### src/rtl/zmips_wb_pkg.sv
// Shared constants, state encoding and helpers for the writeback-port arbiter.
package zmips_wb_pkg;

  localparam int RF_AW = 5;
  localparam int RF_DW = 32;

  localparam logic [RF_AW-1:0] PC_REG_HI = 5'd31;
  localparam logic [RF_AW-1:0] PC_REG_LO = 5'd30;

  typedef enum logic {
    WB_ARB,
    WB_LOCKED
  } wb_state_t;

  // Regs 30/31 alias the PC and must never be written through the port.
  function automatic logic is_pc_reg(input logic [RF_AW-1:0] addr);
    return &addr[4:1];
  endfunction

endpackage

### src/rtl/zmips_rr_pick.sv
// Combinational round-robin picker: first set request after last_i, wrapping.
module zmips_rr_pick #(
  parameter  int N  = 3,
  localparam int IW = (N > 1) ? $clog2(N) : 1
) (
  input  logic [N-1:0]  req_i,
  input  logic [IW-1:0] last_i,
  output logic [N-1:0]  gnt_o,
  output logic [IW-1:0] idx_o,
  output logic          any_o
);

  // Two passes: indices above last_i first, then wrap to 0..last_i.
  always_comb begin
    gnt_o = '0;
    idx_o = '0;
    any_o = 1'b0;
    for (int unsigned i = 0; i < N; i++) begin
      if (!any_o && req_i[i] && (i > 32'(last_i))) begin
        gnt_o[i] = 1'b1;
        idx_o    = IW'(i);
        any_o    = 1'b1;
      end
    end
    for (int unsigned i = 0; i < N; i++) begin
      if (!any_o && req_i[i] && (i <= 32'(last_i))) begin
        gnt_o[i] = 1'b1;
        idx_o    = IW'(i);
        any_o    = 1'b1;
      end
    end
  end

endmodule

### src/rtl/zmips_wb_arbiter.sv
// Round-robin arbiter for the register file write port with optional
// ownership lock and idle-timeout release; rf_* outputs are registered.
module zmips_wb_arbiter
  import zmips_wb_pkg::*;
#(
  parameter  int N_REQ    = 3,
  parameter  int LOCK_MAX = 16,
  localparam int IW       = (N_REQ > 1) ? $clog2(N_REQ) : 1,
  localparam int TW       = $clog2(LOCK_MAX + 1)
) (
  input  logic                   clk,
  input  logic                   rst,
  input  logic [N_REQ-1:0]       req_valid,
  input  logic [N_REQ-1:0]       req_lock,
  input  logic [N_REQ*RF_AW-1:0] req_addr,
  input  logic [N_REQ*RF_DW-1:0] req_data,
  output logic [N_REQ-1:0]       req_ready,
  output logic                   rf_wr,
  output logic [RF_AW-1:0]       rf_wr_addr,
  output logic [RF_DW-1:0]       rf_wr_data,
  output logic [IW-1:0]          grant_id,
  output logic                   bad_addr,
  output logic                   lock_abort,
  output logic                   busy
);

  wb_state_t        state_q, state_d;
  logic [IW-1:0]    owner_q, owner_d;
  logic [IW-1:0]    last_q, last_d;
  logic [TW-1:0]    timer_q, timer_d;
  logic             rf_wr_q, rf_wr_d;
  logic [RF_AW-1:0] addr_q, addr_d;
  logic [RF_DW-1:0] data_q, data_d;
  logic [IW-1:0]    gid_q, gid_d;
  logic             bad_q, bad_d;
  logic             abort_q, abort_d;

  logic [N_REQ-1:0] pick_gnt;
  logic [IW-1:0]    pick_idx;
  logic             pick_any;

  logic             xfer;
  logic [IW-1:0]    xfer_idx;
  logic [RF_AW-1:0] xfer_addr;
  logic [RF_DW-1:0] xfer_data;
  logic             xfer_lock;

  zmips_rr_pick #(.N(N_REQ)) u_pick (
    .req_i  (req_valid),
    .last_i (last_q),
    .gnt_o  (pick_gnt),
    .idx_o  (pick_idx),
    .any_o  (pick_any)
  );

  always_comb begin
    req_ready = '0;
    xfer      = 1'b0;
    xfer_idx  = owner_q;
    if (state_q == WB_ARB) begin
      req_ready = pick_gnt;
      xfer      = pick_any;
      xfer_idx  = pick_idx;
    end else begin
      for (int unsigned i = 0; i < N_REQ; i++) begin
        if ((IW'(i) == owner_q) && req_valid[i]) begin
          req_ready[i] = 1'b1;
          xfer         = 1'b1;
        end
      end
    end
    if (rst) begin
      req_ready = '0;
      xfer      = 1'b0;
    end

    xfer_addr = '0;
    xfer_data = '0;
    xfer_lock = 1'b0;
    for (int unsigned i = 0; i < N_REQ; i++) begin
      if (IW'(i) == xfer_idx) begin
        xfer_addr = req_addr[RF_AW*i +: RF_AW];
        xfer_data = req_data[RF_DW*i +: RF_DW];
        xfer_lock = req_lock[i];
      end
    end
  end

  // A transfer always wins over timer expiry; expiry hands the RR pointer
  // to the owner so arbitration restarts at owner+1.
  always_comb begin
    state_d = state_q;
    owner_d = owner_q;
    last_d  = last_q;
    timer_d = timer_q;
    rf_wr_d = 1'b0;
    addr_d  = addr_q;
    data_d  = data_q;
    gid_d   = gid_q;
    bad_d   = 1'b0;
    abort_d = 1'b0;
    if (xfer) begin
      last_d  = xfer_idx;
      gid_d   = xfer_idx;
      addr_d  = xfer_addr;
      data_d  = xfer_data;
      rf_wr_d = !is_pc_reg(xfer_addr);
      bad_d   = is_pc_reg(xfer_addr);
      timer_d = '0;
      if (xfer_lock) begin
        state_d = WB_LOCKED;
        owner_d = xfer_idx;
      end else begin
        state_d = WB_ARB;
      end
    end else if (state_q == WB_LOCKED) begin
      if (timer_q == TW'(LOCK_MAX - 1)) begin
        state_d = WB_ARB;
        abort_d = 1'b1;
        last_d  = owner_q;
        timer_d = '0;
      end else begin
        timer_d = timer_q + TW'(1);
      end
    end
  end

  always_ff @(posedge clk or posedge rst) begin
    if (rst) begin
      state_q <= WB_ARB;
      owner_q <= '0;
      last_q  <= IW'(N_REQ - 1);
      timer_q <= '0;
      rf_wr_q <= 1'b0;
      addr_q  <= '0;
      data_q  <= '0;
      gid_q   <= '0;
      bad_q   <= 1'b0;
      abort_q <= 1'b0;
    end else begin
      state_q <= state_d;
      owner_q <= owner_d;
      last_q  <= last_d;
      timer_q <= timer_d;
      rf_wr_q <= rf_wr_d;
      addr_q  <= addr_d;
      data_q  <= data_d;
      gid_q   <= gid_d;
      bad_q   <= bad_d;
      abort_q <= abort_d;
    end
  end

  assign rf_wr      = rf_wr_q;
  assign rf_wr_addr = addr_q;
  assign rf_wr_data = data_q;
  assign grant_id   = gid_q;
  assign bad_addr   = bad_q;
  assign lock_abort = abort_q;
  assign busy       = (state_q == WB_LOCKED);

endmodule

### config.mk
export PLATFORM = sky130hd
export DESIGN_NAME = zmips_wb_arbiter
export DESIGN_NICKNAME = d
export VERILOG_FILES = /design/src/rtl/zmips_wb_pkg.sv /design/src/rtl/zmips_rr_pick.sv /design/src/rtl/zmips_wb_arbiter.sv
export SDC_FILE = /design/constraint.sdc
export NUM_CORES = 1
export LEC_CHECK = 0
export CAP_MARGIN = 10
export CORE_MARGIN = 4
export CORE_UTILIZATION = 40
export CTS_CLUSTER_SIZE = 25
export DETAILED_ROUTE_END_ITERATION = 8
export HOLD_SLACK_MARGIN = 0.03
export PLACE_DENSITY_LB_ADDON = 0.1
export SYNTH_ARGS = -nofsm -noshare
export SYNTH_HDL_FRONTEND = slang
export SYNTH_HIERARCHICAL = 1
export SYNTH_SLANG_ARGS = --single-unit
### constraint.sdc
create_clock -name clk -period 3.04 [get_ports clk]
set_clock_uncertainty 0.2 [all_clocks]
set_input_delay 0.608 -clock clk [delete_from_list [all_inputs] [get_ports clk]]
set_output_delay 0.608 -clock clk [all_outputs]
set_load 0.02 [all_outputs]
==> results_tabular.tex <==
\begin{tabular}{lr}
\hline
Metric & Value \\
\hline
\multicolumn{2}{l}{\textbf{Run status}} \\
Status & complete, no violations \\
\multicolumn{2}{l}{\textbf{Synthesis}} \\
Total standard cell area after synthesis & 3090 um\^{}2 \\
Syn Inst Count & 362 \\
Flip-flop and latch count after synthesis & 52 \\
Synth warn & 6 \\
Library cell with the largest summed area after synthesis & sky130\_fd\_sc\_hd\_\_dfrtp\_1 \\
Yosys top cell area share & 41.3\% \\
Sequential share of the synthesized area & 42.1\% \\
Post-Synthesis Net Count & 482 \\
Syn\_area\_per\_cell & 8.54 um\^{}2 \\
Yosys cell types & 43 \\
Cells taking the most area after synthesis & sky130\_fd\_sc\_hd\_\_dfrtp\_1 (41\%), sky130\_fd\_sc\_hd\_\_mux2i\_1 (12\%), sky130\_fd\_sc\_hd\_\_a21oi\_1 (7.0\%) \\
\multicolumn{2}{l}{\textbf{Clock tree}} \\
Max Root-Sink Buffers & 2 \\
\# hold bufs at CTS & 0 \\
Clock root cell & sky130\_fd\_sc\_hd\_\_clkbuf\_8 \\
Deepest level of the CTS H-tree & 2 \\
Clock latency on the worst-skew pair & 300 ps \\
Number of setup buffers added after CTS & 0 \\
Clock transition at the register clock pins on the worst setup and hold paths after CTS & 90 ps \\
Cells resized by post-CTS repair & 3 \\
TritonCTS clock tree & done \\
Number of buffers created by CTS & 5 \\
Sinks on the clock net & 52 \\
\multicolumn{2}{l}{\textbf{Power}} \\
Static leakage power & 2.20 nW \\
Net switching component of the power & 1.76 mW \\
Areal power density over the cells & 827 nW/um\^{}2 \\
Clk pwr share & 9.0\% \\
Portion of total power attributed to sequential cells & 28.7\% \\
Switching part of the total & 42.7\% \\
Combinational Power Share & 62.3\% \\
Worst voltage drop across the vdd grid & 0.336 mV \\
Int Pwr & 2.36 mW \\
\multicolumn{2}{l}{\textbf{Layout}} \\
Most common library cell in the layout ignoring fill and taps & sky130\_fd\_sc\_hd\_\_clkdlybuf4s50\_1 \\
Layout cell share with drive strength beyond 1 & 5.93\% \\
Antenna Cells & 0 \\
Area Growth Syn to Fin & 60.9\% \\
Top library cells by usage in the layout, fill and taps aside & sky130\_fd\_sc\_hd\_\_clkdlybuf4s50\_1 (160), sky130\_fd\_sc\_hd\_\_nand2\_1 (53), sky130\_fd\_sc\_hd\_\_nor2\_1 (52) \\
Nets & 643 \\
\multicolumn{2}{l}{\textbf{Floorplanning}} \\
Starting density of the core & 42.0\% \\
Die width & 95.9 um \\
Total I/O pin count & 165 \\
Die outline area & 9200 um\^{}2 \\
Core outline area & 7370 um\^{}2 \\
Die Y-Extent & 95.9 um \\
Count of standard-cell rows & 31 \\
\multicolumn{2}{l}{\textbf{Global routing}} \\
Largest net degree at the start of global routing & 46 \\
Global-route wire length before repair & 14,400 um \\
Total routing resource utilization after global routing & 20.1\% \\
Overflow left after global routing & 0 \\
Number of global-route vias before repair & 3,070 \\
Antenna violations before repair & 0 \\
\multicolumn{2}{l}{\textbf{Placement}} \\
Last weighted congestion value of the routability-driven placer & 0.870 \\
Post-Place Worst Slack & -97.9 ps \\
Detailed placer's ending HPWL & 7450 um \\
\# port buffers & 164 \\
\multicolumn{2}{l}{\textbf{Setup path}} \\
Critical path class & input pin to output pin \\
Reg-to-reg endpoint & bad\_addr\$\_DFF\_PP0\_ \\
Depth of the worst register-to-register path & 8 \\
Reg-to-reg critical path startpoint & last\_q[0]\$\_DFFE\_PP0P\_ \\
CP arrival & 2020 ps \\
Worst setup slack for register-to-register paths & 660 ps \\
Required time of the worst setup path & 2230 ps \\
Max stage delay cell, worst path & sky130\_fd\_sc\_hd\_\_clkdlybuf4s50\_1 \\
Biggest cell delay along the critical path & 530 ps \\
Largest fanout of any net on the critical path & 4 \\
Most frequent cell on the critical path & sky130\_fd\_sc\_hd\_\_nor2b\_1 \\
Critical Path, Cell by Cell & clkdlybuf4s50\_1 -> nor2b\_1 -> a22o\_1 -> nor2b\_1 -> a31oi\_1 -> nor2\_1 -> dlygate4sd2\_1 \\
Startpoint types & input pin \\
Type of element capturing the critical path & output pin \\
\multicolumn{2}{l}{\textbf{Drt}} \\
Drt pass-1 iters & 5 \\
DRC violation total after the first TritonRoute iteration & 125 \\
Routed WL per cell & 15.1 um \\
Number of design rule violations left after detail routing & 0 \\
Post-route ant nets & 0 \\
Routed via count & 3,145 \\
Via density per instance & 5.06 \\
Total Wirelength & 9380 um \\
\multicolumn{2}{l}{\textbf{Timing}} \\
\# setup viols final & 0 \\
Min Clock Period, post-route & 2830 ps \\
Final hold violation count & 0 \\
Number of max-slew violations in the final report & 0 \\
Unrepaired setup endpoints after global routing & no \\
Worst slack on hold paths & 283 ps \\
Summed negative setup slack over all endpoints & 0 ps \\
Slew at the pin closest to its max-slew limit & 589 ps \\
Worst relative slew slack & 60.7\% \\
Final period util & 93.1\% \\
Maximum operating frequency & 353 MHz \\
Final setup margin & 210 ps \\
\multicolumn{2}{l}{\textbf{Job}} \\
Maxcap violations & 0 \\
\multicolumn{2}{l}{\textbf{Hold path}} \\
Origin of the worst min-delay path & rf\_wr\_data[17]\$\_DFFE\_PP0P\_ \\
Worst Hold Endpoint & rf\_wr\_data[17]\$\_DFFE\_PP0P\_ \\
Type of the worst min-delay path & flop to flop \\
Depth of the worst hold-timing path & 2 \\
\hline
\end{tabular}
[cells in the mapped netlist, drive strengths merged]
master,count
nand2,54
inv,2
o32ai,1
mux2,3
buf,18
mux2i,38
or2,2
and3,2
a21oi,43
nor2b,6
a22o,3
ha,1
a221o,3
a32oi,1
nor2,52
o22a,1
nor3,1
dfrtp,51
o21ai,39
xor2,1
a41oi,1
a22oi,2
a31oi,3
o211ai,1
clkbuf,9
dfstp,1
nand4b,1
nand4,1
nand2b,2
and2,3
nor4bb,1
o2bb2ai,5
or3,1
nand3,3
nand3b,6
[cells by family after synthesis]
kind of cell               after synthesis  share of synthesized area (%)
muxes                                   41                           13.8
and+or+nand+nor                        135                           19.3
buffers and inverters                   29                           5.10
AOI/OAI and AO/OA                      103                           19.0
xor gates and xnor gates                 1                          0.283
DFF                                     52                           42.1
adders and majority gates                1                          0.404
[routing by layer]
metal	vias to the layer above	part of all wire, %	track usage, %	wire, um
met2	127	51	35.8	4810
met1	1430	37	22.4	3490
met3	10	10	7.43	955
li1	1578	-	-	-
met5	-	0	0	0
met4	0	1.3	5.33	125
[final cells by class]
cell class	instances	area, um^2
Clock buffer	6	72.6
Clock inverter	1	5.00
Fill cell	618	2390
Inverter	2	7.51
Multi-Input combinational cell	281	1640
Sequential cell	52	1300
Tap cell	99	124
Timing Repair Buffer	181	1830
[worst max-delay path, delay by kind of cell]
family | cells | cell delay, ps
buffers and inverters | 2 | 850
and+or+nand+nor | 3 | 230
AOI/OAI and AO/OA | 2 | 330
[power groups by stage]
stage | clock network [mW] | logic (mW) | registers [mW]
6_report | 0.370 | 2.56 | 1.18
5_1_grt | 0.406 | 2.80 | 1.23
4_1_cts | 0.382 | 2.59 | 1.19
3_5_place_dp | 0 | 2.59 | 1.20
3_3_place_gp | 0 | 2.55 | 1.19
2_1_floorplan | 0 | 1.25 | 1.47
[per-stage QoR]
| stage | utilization (%) | instances | total power [mW] | instance area (um^2) |
|---|---|---|---|---|
| after CTS | 67.5 | 622 | 4.16 | 4970 |
| after global routing | 67.5 | 622 | 4.44 | 4980 |
| final | 67.5 | 622 | 4.11 | 4980 |
| after detailed placement | 66.5 | 615 | 3.79 | 4900 |
| after floorplan | - | 362 | 2.72 | 3090 |
| after global placement | 66.5 | 615 | 3.74 | 4900 |
[state kept, by name, indices dropped and copies added (netlist names)]
name and flops:
timer_q 5, rf_wr_data 32, bad_addr 1, busy 1, lock_abort 1, rf_wr 1, owner_q 2, grant_id 2
rf_wr_addr 5, last_q 2
[how the worst max path moves through the flow]
stage	from	cells after the start	end	slack, ps
floorplan	req_valid[2]	10	rf_wr_data[24]$_DFFE_PP0P_	650
global placement	req_valid[1]	7	req_ready[0]	-60
detailed placement	req_valid[1]	7	req_ready[0]	-100
CTS	req_valid[1]	7	req_ready[0]	120
global route	req_valid[2]	7	req_ready[0]	100
finish	req_valid[2]	7	req_ready[0]	210
Power figures use the tool's default switching activity.
